### src/rtl/vmem_scan.sv
// vmem_scan: CPU-written 8x8 row memory driving a row-scanned LED matrix.
// Define VMEM_DBUF_EN for front/back row banks that exchange at the frame wrap.
module vmem_scan #(
  parameter int SCAN_DIV     = 1000,
  parameter int BLANK_CYCLES = 2
) (
  input  logic        clock,
  input  logic        reset,
  input  logic [15:0] mem_addr,
  input  logic        vmem_we,
  input  logic [7:0]  vmem_din,
  output logic [7:0]  row_sel,
  output logic [7:0]  col_data,
  output logic        frame_tick,
  output logic        swap_pending
);

  localparam logic [15:0] DIV_LAST = 16'(SCAN_DIV - 1);
  localparam logic [15:0] BLANK_N  = 16'(BLANK_CYCLES);

  typedef enum logic {BLANK, SHOW} state_t;

  state_t      state, state_next;
  logic [15:0] presc, presc_next;
  logic [2:0]  row, row_next;
  logic        presc_wrap, frame_wrap;
  logic        row_wr;
  logic [7:0]  front_row;
  logic [7:0]  col_next;
  logic        unused_addr;

  assign unused_addr = ^mem_addr[15:4];

  assign presc_wrap = (presc == DIV_LAST);
  assign presc_next = presc_wrap ? 16'd0 : presc + 16'd1;
  assign row_next   = presc_wrap ? row + 3'd1 : row;
  assign frame_wrap = presc_wrap && (row == 3'd7);
  assign row_wr     = vmem_we && !mem_addr[3];

  // Scan FSM: the BLANK->SHOW transition is the latch point, so the byte is
  // taken from the registers before any write landing on the same edge.
  always_ff @(posedge clock) begin
    if (reset) state <= BLANK;
    else       state <= state_next;
  end

  always_comb begin
    state_next = BLANK;
    col_next   = 8'h00;
    if (presc_next >= BLANK_N) begin
      state_next = SHOW;
      col_next   = (state == BLANK) ? front_row : col_data;
    end
  end

  // Counters and registered outputs, all aligned to the post-edge scan position.
  always_ff @(posedge clock) begin
    if (reset) begin
      presc      <= 16'd0;
      row        <= 3'd0;
      row_sel    <= 8'h01;
      col_data   <= 8'h00;
      frame_tick <= 1'b1;
    end else begin
      presc      <= presc_next;
      row        <= row_next;
      row_sel    <= 8'h01 << row_next;
      col_data   <= col_next;
      frame_tick <= (presc_next == 16'd0) && (row_next == 3'd0);
    end
  end

`ifdef VMEM_DBUF_EN
  logic [7:0] bank [2][8];
  logic       bank_sel;
  logic       swap_req;

  assign swap_req  = vmem_we && mem_addr[3] && vmem_din[0];
  assign front_row = bank[bank_sel][row];

  // CPU always writes the back bank; a pending swap is honoured at the frame wrap.
  always_ff @(posedge clock) begin
    if (reset) begin
      for (int i = 0; i < 8; i++) begin
        bank[0][i] <= 8'h00;
        bank[1][i] <= 8'h00;
      end
      bank_sel     <= 1'b0;
      swap_pending <= 1'b0;
    end else begin
      if (row_wr) bank[~bank_sel][mem_addr[2:0]] <= vmem_din;
      if (frame_wrap && swap_pending) begin
        bank_sel     <= ~bank_sel;
        swap_pending <= 1'b0;
      end else if (swap_req) begin
        swap_pending <= 1'b1;
      end
    end
  end
`else
  logic [7:0] rows [8];

  assign front_row    = rows[row];
  assign swap_pending = 1'b0;

  always_ff @(posedge clock) begin
    if (reset) begin
      for (int i = 0; i < 8; i++) rows[i] <= 8'h00;
    end else if (row_wr) begin
      rows[mem_addr[2:0]] <= vmem_din;
    end
  end

  logic unused_frame;
  assign unused_frame = frame_wrap;
`endif

endmodule

### config.mk
export PLATFORM = sky130hd
export DESIGN_NAME = vmem_scan
export DESIGN_NICKNAME = d
export VERILOG_FILES = /design/src/rtl/vmem_scan.sv
export SDC_FILE = /design/constraint.sdc
export NUM_CORES = 1
export LEC_CHECK = 0
export ABC_CLOCK_PERIOD_IN_PS = 2780
export CAP_MARGIN = 0
export CORE_ASPECT_RATIO = 0.7
export CORE_UTILIZATION = 58
export CTS_BUF_LIST = sky130_fd_sc_hd__clkbuf_8
export CTS_CLUSTER_SIZE = 24
export DETAILED_ROUTE_END_ITERATION = 8
export GPL_TIMING_DRIVEN = 0
export PLACE_DENSITY_LB_ADDON = 0.25
export SYNTH_ARGS = -nofsm -noshare
export SYNTH_HDL_FRONTEND = slang
export SYNTH_SLANG_ARGS = --single-unit
export TNS_END_PERCENT = 5
### constraint.sdc
create_clock -name clock -period 2.78 [get_ports clock]
set_input_delay 0.278 -clock clock [delete_from_list [all_inputs] [get_ports clock]]
set_output_delay 0.278 -clock clock [all_outputs]
set_load 0.03 [all_outputs]
* Word level (Yosys, flattened, before mapping)
Memories as Yosys holds them, arrays and structs flattened. A register that Yosys moved wholly into a read port is not among the register bits.
Index checks and enable logic that the tools add are counted.
** Cells by class
- Add/sub/neg operators :: 2
- Multiply operators :: 0
- Div/mod/pow operators :: 0
- Order comparisons :: 1
- Eq/ne operators :: 1
- Shifts and indexed selects :: 1
- Mux-type cells :: 11
- Bitwise gates (word level) :: 1
- Reduce and logical (&&, ||, !) cells :: 8
** Operators with widths (count)
- adder 16 x 1 -> 16 bit (second input constant) :: 1
- == test 16 x 10 -> 1 bit (second input constant) :: 1
- >= comparator 16 x 2 -> 1 bit (second input constant) :: 1
- zero test 16 bit :: 1
- two-way mux 16 bit :: 1
- two-way mux 8 bit :: 1
- OR reduction 8 bit :: 1
- << shifter 1 x 3 -> 8 bit (first input constant) :: 1
- two-way mux 1 bit :: 7
- two-way mux 3 bit :: 2
- adder 3 x 1 -> 3 bit (second input constant) :: 1
- zero test 3 bit :: 1
- logical AND 1 bit :: 2
- zero test 1 bit :: 2
- OR reduction 2 bit :: 1
- NOT 1 bit :: 1
** Word-level totals
- Flip-flop bits (word level) :: 29
- Bits in latches :: 0
- Bits in writable memories :: 64
- Memory bits (read-only) :: 0
- Input bits :: 27
- Output and inout bits :: 18
- Memories kept :: 1
** Memories
- rows :: words 8, width 8, read ports 1, clocked after memory_dff 1, wr ports 8, RTL line 101 : logic [7:0] rows [8];

* Depth between registers and ports, before layout
Gate-level depths: netlist of the first run.
- Depth after elaboration :: 7
- Gate-level depth with buffers :: 7

* Worst setup path before layout of the first run
OpenSTA, ideal clock, no wires.
- Path type :: register -> register
- Start point :: reg presc[0]
- End point :: reg col_data[0] (read register of rows)
- Setup time :: 0.124 ns
- Arrival time :: 2.121 ns
- Slack :: 0.535 ns
- Cell stages (with the launch flop) :: 8
- Clock period less this slack :: 2.245 ns
- Path through :: dfxtp_1 ha_1 nand4_4 or4_1 a211oi_1 o2111ai_2 a22oi_4 nor2_1
** On the way
- Cells in the longest elaborated chain, start to end :: 5
- Elaborated cells between the ends (all ways) :: 6
- Classes of those cells :: 1 x add/sub; 1 x order compare; 1 x eq/ne; 1 x mux; 1 x bitwise; 1 x reduce/logical
** RTL lines
- from (decl) :: RTL line 24 : logic [15:0] presc, presc_next;
- from (signal assigned) :: RTL line 65 : presc <= presc_next;
- adder 16 x 1 -> 16 bit or == test 16 x 10 -> 1 bit (tied branches) :: RTL line 35, 34
- two-way mux 16 bit * :: RTL line 35 : assign presc_next = presc_wrap ? 16'd0 : presc + 16'd1;
- >= comparator 16 x 2 -> 1 bit * :: RTL line 50 : if (presc_next >= BLANK_N) begin
- NOT 1 bit (no line) *
- OR reduction 2 bit (no line) *
- to (decl) :: RTL line 13 : output logic [7:0] col_data,
Mark *: on every way between the ends. The rest lies on a longest branch, timed or not.
A chain may end at the register's enable or synchronous reset.

* Worst setup path in the final report of the first run
- Start point :: reg presc[0]
- End point :: reg col_data[2] (read register of rows)
The elaborated chain is that of the path after synthesis.

==> summary.md, run 1 <==
| Metric | Value |
|---|---|
| Vias per inst | 5.77 |
| Setup crit start kind | flop |
| Slew margin rel. | 4.75% |
| Port Buffers | 31 |
| ANT cells | 0 |
| GPL Wtd Cong | ~0.83 |
| Total track usage | 23.5% |
| # hold bufs at CTS | 0 |
| DRT Wirelength | 9280 um |
| Post-route DRC | 0 |
| WL/cell | 17.4 um |
| GRT overflow | 0 |
| Peak supply drop | 309 uV |
| I/O Pins | 45 |
| Fin cells | around 530 |
| DIE HEIGHT | 77.0 um |
| Vias in the first global route | 2,814 |
| CTS Root Buffer Type | clkbuf_8 |
| Final Setup Violations | 0 |
| Post-route setup slack | roughly 220 ps |
| CP endpoint kind | flop |
| Hold Crit Class | flop to flop |
| Worst Tran Pin Value | about 1400 ps |
| Post-layout min period | between 2000 and 3000 ps |
| CTS tree | built |
| Placed inst area | 5090 um^2 |
| H-Tree Depth | 3 |
| Total negative slack | 0 ps |
| Critical Setup Path Class | flop to flop |
| Initial antenna violation count | 0 |
| Unrepaired setup endpoints after global routing | no |
| Die extent in x | 109 um |
| Drt pass-1 iters | 5 |
| Rows | 26 |
| Sequential share of the synthesized area | 57.1% |
| GR Layer Usage met3 | 5.36% |
| #FFs+latches synth | 101 |
| Yosys warns | 0 |
| Initial DRC Count | roughly 330 |
| Syn Inst Count | roughly 390 |
| Area grow syn2layout | 13.6% |
| Max_cap viols | 0 |
| Max Clk Rate | 391 MHz |
| Setup Skew | 12.4 ps |
| First-pass GRT wire length | roughly 14,000 um |
| Nets | 462 |
| Hold Slack | between 500 and 600 ps |
| Worst-Skew Late Latency | 380 ps |
| Final Slew Violations | 0 |
| Via count | approximately 3,000 |
| Yosys cell types | between 40 and 50 |
| Routed Antenna Nets | 0 |
| CP max FO | 9 |
| Pre-CTS setup slack | -66.4 ps |
| Worst-path clk slew | 100 ps |
| CTS resizes | 0 |
| Global Route met1 Usage | 34.2% |
| Total power draw | around 2.8 mW |
| Die ar. | 8410 um^2 |
| Synth Flop Type | edfxtp_1 |
| Tcrit/Tclk final | 92.0% |
| Async SR Flop Fraction | 0% |
| Core area | 7550 um^2 |
| Clk buf depth | 2 |
| Final hold vios | 0 |
| Pwr Density | 534 nW/um^2 |
| GR Util met2 | between 30% and 40% |
| Starting Density | 61.8% |
| Top Usage Layer GRT | met2 |
| Share of cells above drive strength 1 | 12.2% |
| Largest net degree at the start of global routing | 17 |
| Post-Syn Area per Cell | 12.0 um^2 |
| Status | completed |
| Crit path required time | about 3000 ps |
| Finished Cell Area | 5300 um^2 |
| Final core utilization | 70.2% |
| CTS Buf Count | 9 |
| CP arrival | 2820 ps |
| Net Count, Synth | 419 |
| Dpl cells | 517 |
| Clock Sink Count | 101 |
| Cell Area, Synth | 4660 um^2 |
| Pleak | 1.83 nW |
| Post-synth EDFFs | 64 |
| Post-DP HPWL | about 6600 um |
| Post-CTS setup buffer count | 0 |
## logic make-up after synthesis
| group | share of synthesized area [%] |
|---|---|
| other | 0.0804 |
| AOI/OAI and AO/OA | 4.88 |
| muxes | 10.1 |
| adders and majority gates | 1.07 |
| DFF | 57.1 |
| buffers and inverters | 2.76 |
| and+or+nand+nor | 20.4 |
| xor gates and xnor gates | 3.57 |
## placed cells by master, fill, tap and decap left out, types with 9 or more instances in the layout
cell	netlist	routed
a21oi_1	12	12
and2_1	64	64
clkbuf_1	9	9
clkbuf_8	0	9
clkdlybuf4s50_1	0	31
dfxtp_1	37	37
edfxtp_1	64	64
mux2i_1	10	10
mux4_2	16	16
nand2_1	14	14
nor2_1	54	54
o21ai_0	10	9
xnor2_1	13	13
## synthesized netlist by cell type (3+ instances only)
| cell type | n | area, um^2 |
|---|---|---|
| o21a_1 | 4 | 30.0 |
| dfxtp_1 | 37 | 741 |
| inv_1 | 5 | 18.8 |
| clkbuf_1 | 9 | 33.8 |
| ha_1 | 4 | 50.1 |
| nand4_1 | 5 | 31.3 |
| nand2b_1 | 3 | 18.8 |
| o21ai_0 | 10 | 50.1 |
| a21oi_1 | 12 | 60.1 |
| edfxtp_1 | 64 | 1920 |
| mux4_2 | 16 | 360 |
| mux2i_1 | 10 | 100 |
| and2_1 | 64 | 400 |
| or3_1 | 3 | 18.8 |
| nor2_1 | 54 | 203 |
| nand2_1 | 14 | 52.6 |
| xor2_1 | 6 | 52.6 |
| nand3_1 | 8 | 40.0 |
| nor4_1 | 3 | 18.8 |
| xnor2_1 | 13 | 114 |
| nor3_1 | 7 | 35.0 |
| buf_2 | 7 | 35.0 |
| or2_2 | 4 | 25.0 |
## flip-flops by register name, summed over array words and instances (netlist names)
register,cells
rows,64
presc,16
col_data,8
row_sel,8
row,3
frame_tick,1
state,1
## report_power, final
part	leakage [nW]	switching (mW)	internal, mW	total [mW]
registers	0.911	0.0269	1.66	1.69
logic	0.816	0.134	0.0933	0.228
clock network	0.106	0.500	0.413	0.913
## path summary, 6_finish.rpt
kind / depth (start not counted) / end / start / slack (ps)
max: 7 / col_data[2] / presc[0] / 220
min reg2reg: 2 / col_data[4] / col_data[4] / 500
min: 2 / col_data[4] / col_data[4] / 500
max reg2reg: 7 / col_data[2] / presc[0] / 220
## area by class of cell
cell class	instances	area (um^2)
Clock buffer	9	124
Multi-Input combinational cell	261	1870
Tap cell	98	123
Buffer	20	106
Inverter	6	22.5
Timing Repair Buffer	32	318
Clock inverter	7	68.8
Fill cell	540	2250
Sequential cell	101	2660
## critical path: stages, from the launching register on
cell       delay (ps)
dfxtp_1           450
ha_1              370
nand4_4           190
or4_1             530
a211oi_1          360
o2111ai_2         170
a22oi_4           290
nor2_1             90
## per-layer routing
layer / part of all wire [%] / vias to the layer above
met1: 47 / 1470
met3: 7.2 / 22
met5: 0 / -
met2: 44 / 124
li1: - / 1463
met4: 2.0 / 0
(Power assumes the default switching activity.)
==> run 2: changes to the inputs <==
--- a/config.mk
+++ b/config.mk
@@ -7,11 +7,14 @@
 export LEC_CHECK = 0
 export ABC_CLOCK_PERIOD_IN_PS = 2780
 export CAP_MARGIN = 0
+export CELL_PAD_IN_SITES_DETAIL_PLACEMENT = 1
+export CELL_PAD_IN_SITES_GLOBAL_PLACEMENT = 2
 export CORE_ASPECT_RATIO = 0.7
-export CORE_UTILIZATION = 58
+export CORE_UTILIZATION = 40
 export CTS_BUF_LIST = sky130_fd_sc_hd__clkbuf_8
 export CTS_CLUSTER_SIZE = 24
 export DETAILED_ROUTE_END_ITERATION = 8
+export GPL_ROUTABILITY_DRIVEN = 1
 export GPL_TIMING_DRIVEN = 0
 export PLACE_DENSITY_LB_ADDON = 0.25
 export SYNTH_ARGS = -nofsm -noshare
==> summary.md, run 2 (synthesized netlist as in run 1, its figures left out) <==
| Metric | Value |
|---|---|
| Cell Chain, Critical Path | ha_1 -> nand4_4 -> or4_1 -> a211oi_2 -> o2111ai_2 -> a22oi_4 -> nor2_1 |
| Crit path required time | 3010 ps (-30 ps) |
| Area grow syn2layout | 15.1% |
| Rows | 32 (+23%) |
| Worst-Skew Late Latency | 360 ps (-20 ps) |
| Post-DP HPWL | 7860 um (+20%) |
| Switch Pwr | 642 uW (-2.9%) |
| Pleak | 1.84 nW (+0.21%) |
| Met3 Wirelength | 487 um (-27%) |
| Port Buffers | 31 (unchanged) |
| Initial antenna violation count | 0 (unchanged) |
| DRT met1 WL | 5350 um (+24%) |
| CP max FO | 9 (unchanged) |
| Clk buf depth | 2 (unchanged) |
| Worst-path clk slew | 90 ps (about the same) |
| I/O Pins | 45 (unchanged) |
| Total power draw | 2.82 mW (-0.19%) |
| Vias per inst | 5.16 (-10%) |
| R2r setup slk | 240 ps (+20 ps) |
| Post-route setup slack | 240 ps (+17.0 ps) |
| CP arrival | 2770 ps (-50 ps) |
| Tcrit/Tclk final | 91.4% (-0.61 points) |
| Vias in the first global route | 2,991 (+6.3%) |
| Total track usage | 19.1% (-4.4 points) |
| Hold Crit Class | flop to flop |
| Crit path capture | col_data[5] |
| WP buf/inv | 0 (unchanged) |
| Critical Setup Path Class | flop to flop |
| Unrepaired setup endpoints after global routing | no |
| Routed Antenna Nets | 0 (unchanged) |
| Nets | 463 (+0.22%) |
| Part of the power in registers | 59.8% (about the same) |
| GPL Wtd Cong | 0.747 (-9.6%) |
| Cells on worst reg2reg path | 7 (unchanged) |
| Top Metal Used | met4 |
| Crit. path cell count | 7 (unchanged) |
| RR Endpoint | col_data[5] |
| Core area | 11,200 um^2 (+48%) |
| H-Tree Depth | 3 (unchanged) |
| Clock share of power | 31.9% (-0.4 points) |
| Logic pwr share | 8.3% (+0.3 points) |
| Share of cells above drive strength 1 | 11.9% (-0.26 points) |
| Clock Sink Count | 101 (unchanged) |
| Critical path's slowest cell | or4_1 |
| Starting Density | 41.7% (-20 points) |
| Register with the most flip-flops | rows |
| DRT Wirelength | 10,600 um (+14%) |
| Final Slew Violations | 0 (unchanged) |
| WL/cell | 18.0 um (+3.4%) |
| GRT overflow | 0 (unchanged) |
| Die ar. | 12,100 um^2 (+44%) |
| Max Clk Rate | 394 MHz (+0.67%) |
| Met2 routed WL | 4650 um (+13%) |
| Peak supply drop | 241 uV (-22%) |
| Post-route DRC | 0 (unchanged) |
| First-pass GRT wire length | 16,700 um (+18%) |
| CP peak stage delay | 550 ps (+20 ps) |
| Via count | 3,047 (-1.0%) |
| Final Setup Violations | 0 (unchanged) |
| Slew margin rel. | 26.6% (+22 points) |
| Biggest regs | rows (64), presc (16) |
| # hold bufs at CTS | 0 (unchanged) |
| Int Pwr | 2.18 mW (+0.65%) |
| Setup Skew | 12.8 ps (+0.403 ps) |
| Initial DRC Count | 139 (-57%) |
| CP endpoint kind | flop |
| Worst Tran Pin Value | 1090 ps (-322 ps) |
| Max FFs per register | 64 (unchanged) |
| Sw Ratio | 22.7% (-0.64 points) |
| CTS tree | built |
| Setup crit start kind | flop |
| Top delay family on crit path | simple AND/OR/NAND/NOR gates |
| Drt pass-1 iters | 4 (-1) |
| Pwr Density | 526 nW/um^2 (-1.5%) |
| Status | completed |
| Total negative slack | 0 ps (unchanged) |
| Crit path from | presc[0] |
| DIE HEIGHT | 92.3 um (+20%) |
| Pre-CTS setup slack | -165 ps (-98.3 ps) |
| CTS Buf Count | 9 (unchanged) |
| Final hold vios | 0 (unchanged) |
| CTS Root Buffer Type | clkbuf_8 |
| Worst r2r src | presc[0] |
| Max_cap viols | 0 (unchanged) |
| ANT cells | 0 (unchanged) |
| Die extent in x | 131 um (+20%) |
| Largest net degree at the start of global routing | 16 (-1) |
| Most frequent cells in the layout | and2_1, edfxtp_1, nor2_1 |
| Post-layout min period | 2540 ps (-17.0 ps) |
[run 2: tightest hold or removal path, stage by stage (launching register included)]
cell and delay [ps]:
dfxtp_1 340, a21oi_1 60, nor2_1 70
[run 2: worst min path at each step]
| stage | start | to | slack, ps | cells after the start |
|---|---|---|---|---|
| 3_5_place_dp | col_data[1] | col_data[1] | 480 | 2 |
| 2_1_floorplan | presc[0] | presc[0] | 460 | 1 |
| 3_3_place_gp | col_data[4] | col_data[4] | 470 | 2 |
| 4_1_cts | col_data[1] | col_data[1] | 500 | 2 |
| 6_report | col_data[1] | col_data[1] | 500 | 2 |
| 5_1_grt | col_data[4] | col_data[4] | 550 | 2 |
[run 2: power groups by stage]
stage / Combinational, mW / Sequential (mW) / Clock (mW)
6_report: 0.234 / 1.69 / 0.901
5_1_grt: 0.257 / 1.70 / 0.973
4_1_cts: 0.237 / 1.69 / 0.922
3_5_place_dp: 0.236 / 1.72 / 0
3_3_place_gp: 0.229 / 1.72 / 0
2_1_floorplan: 0.113 / 1.74 / 0
[run 2: per-layer routing]
metal  GRT usage [%]  up-vias
li1                -     1461
met1            29.2     1511
met2            27.2       65
met3            3.99       10
met4            5.27        0
met5               0        -
[run 2: cell type report]
type,instances,area (um^2)
Multi-Input combinational cell,261,1880
Buffer,20,106
Inverter,6,22.5
Tap cell,153,191
Fill cell,1175,5800
Clock buffer,10,138
Clock inverter,6,48.8
Sequential cell,101,2660
Timing Repair Buffer,33,323
[run 2: through the flow]
step / instance area, um^2 / hold slack, ps / cells / utilization [%]
floorplan: 4660 / 460 / 388 / -
global placement: 5160 / 468 / 572 / 46.2
detailed placement: 5180 / 482 / 574 / 46.3
CTS: 5360 / 505 / 590 / 48.0
global route: 5370 / 545 / 590 / 48.1
finish: 5370 / 498 / 590 / 48.1
[run 2: timing repair]
item / in CTS / in global routing
setup endpoints to repair: 0 / 9
buffers inserted: 0 / 0
resized for setup: 0 / 1
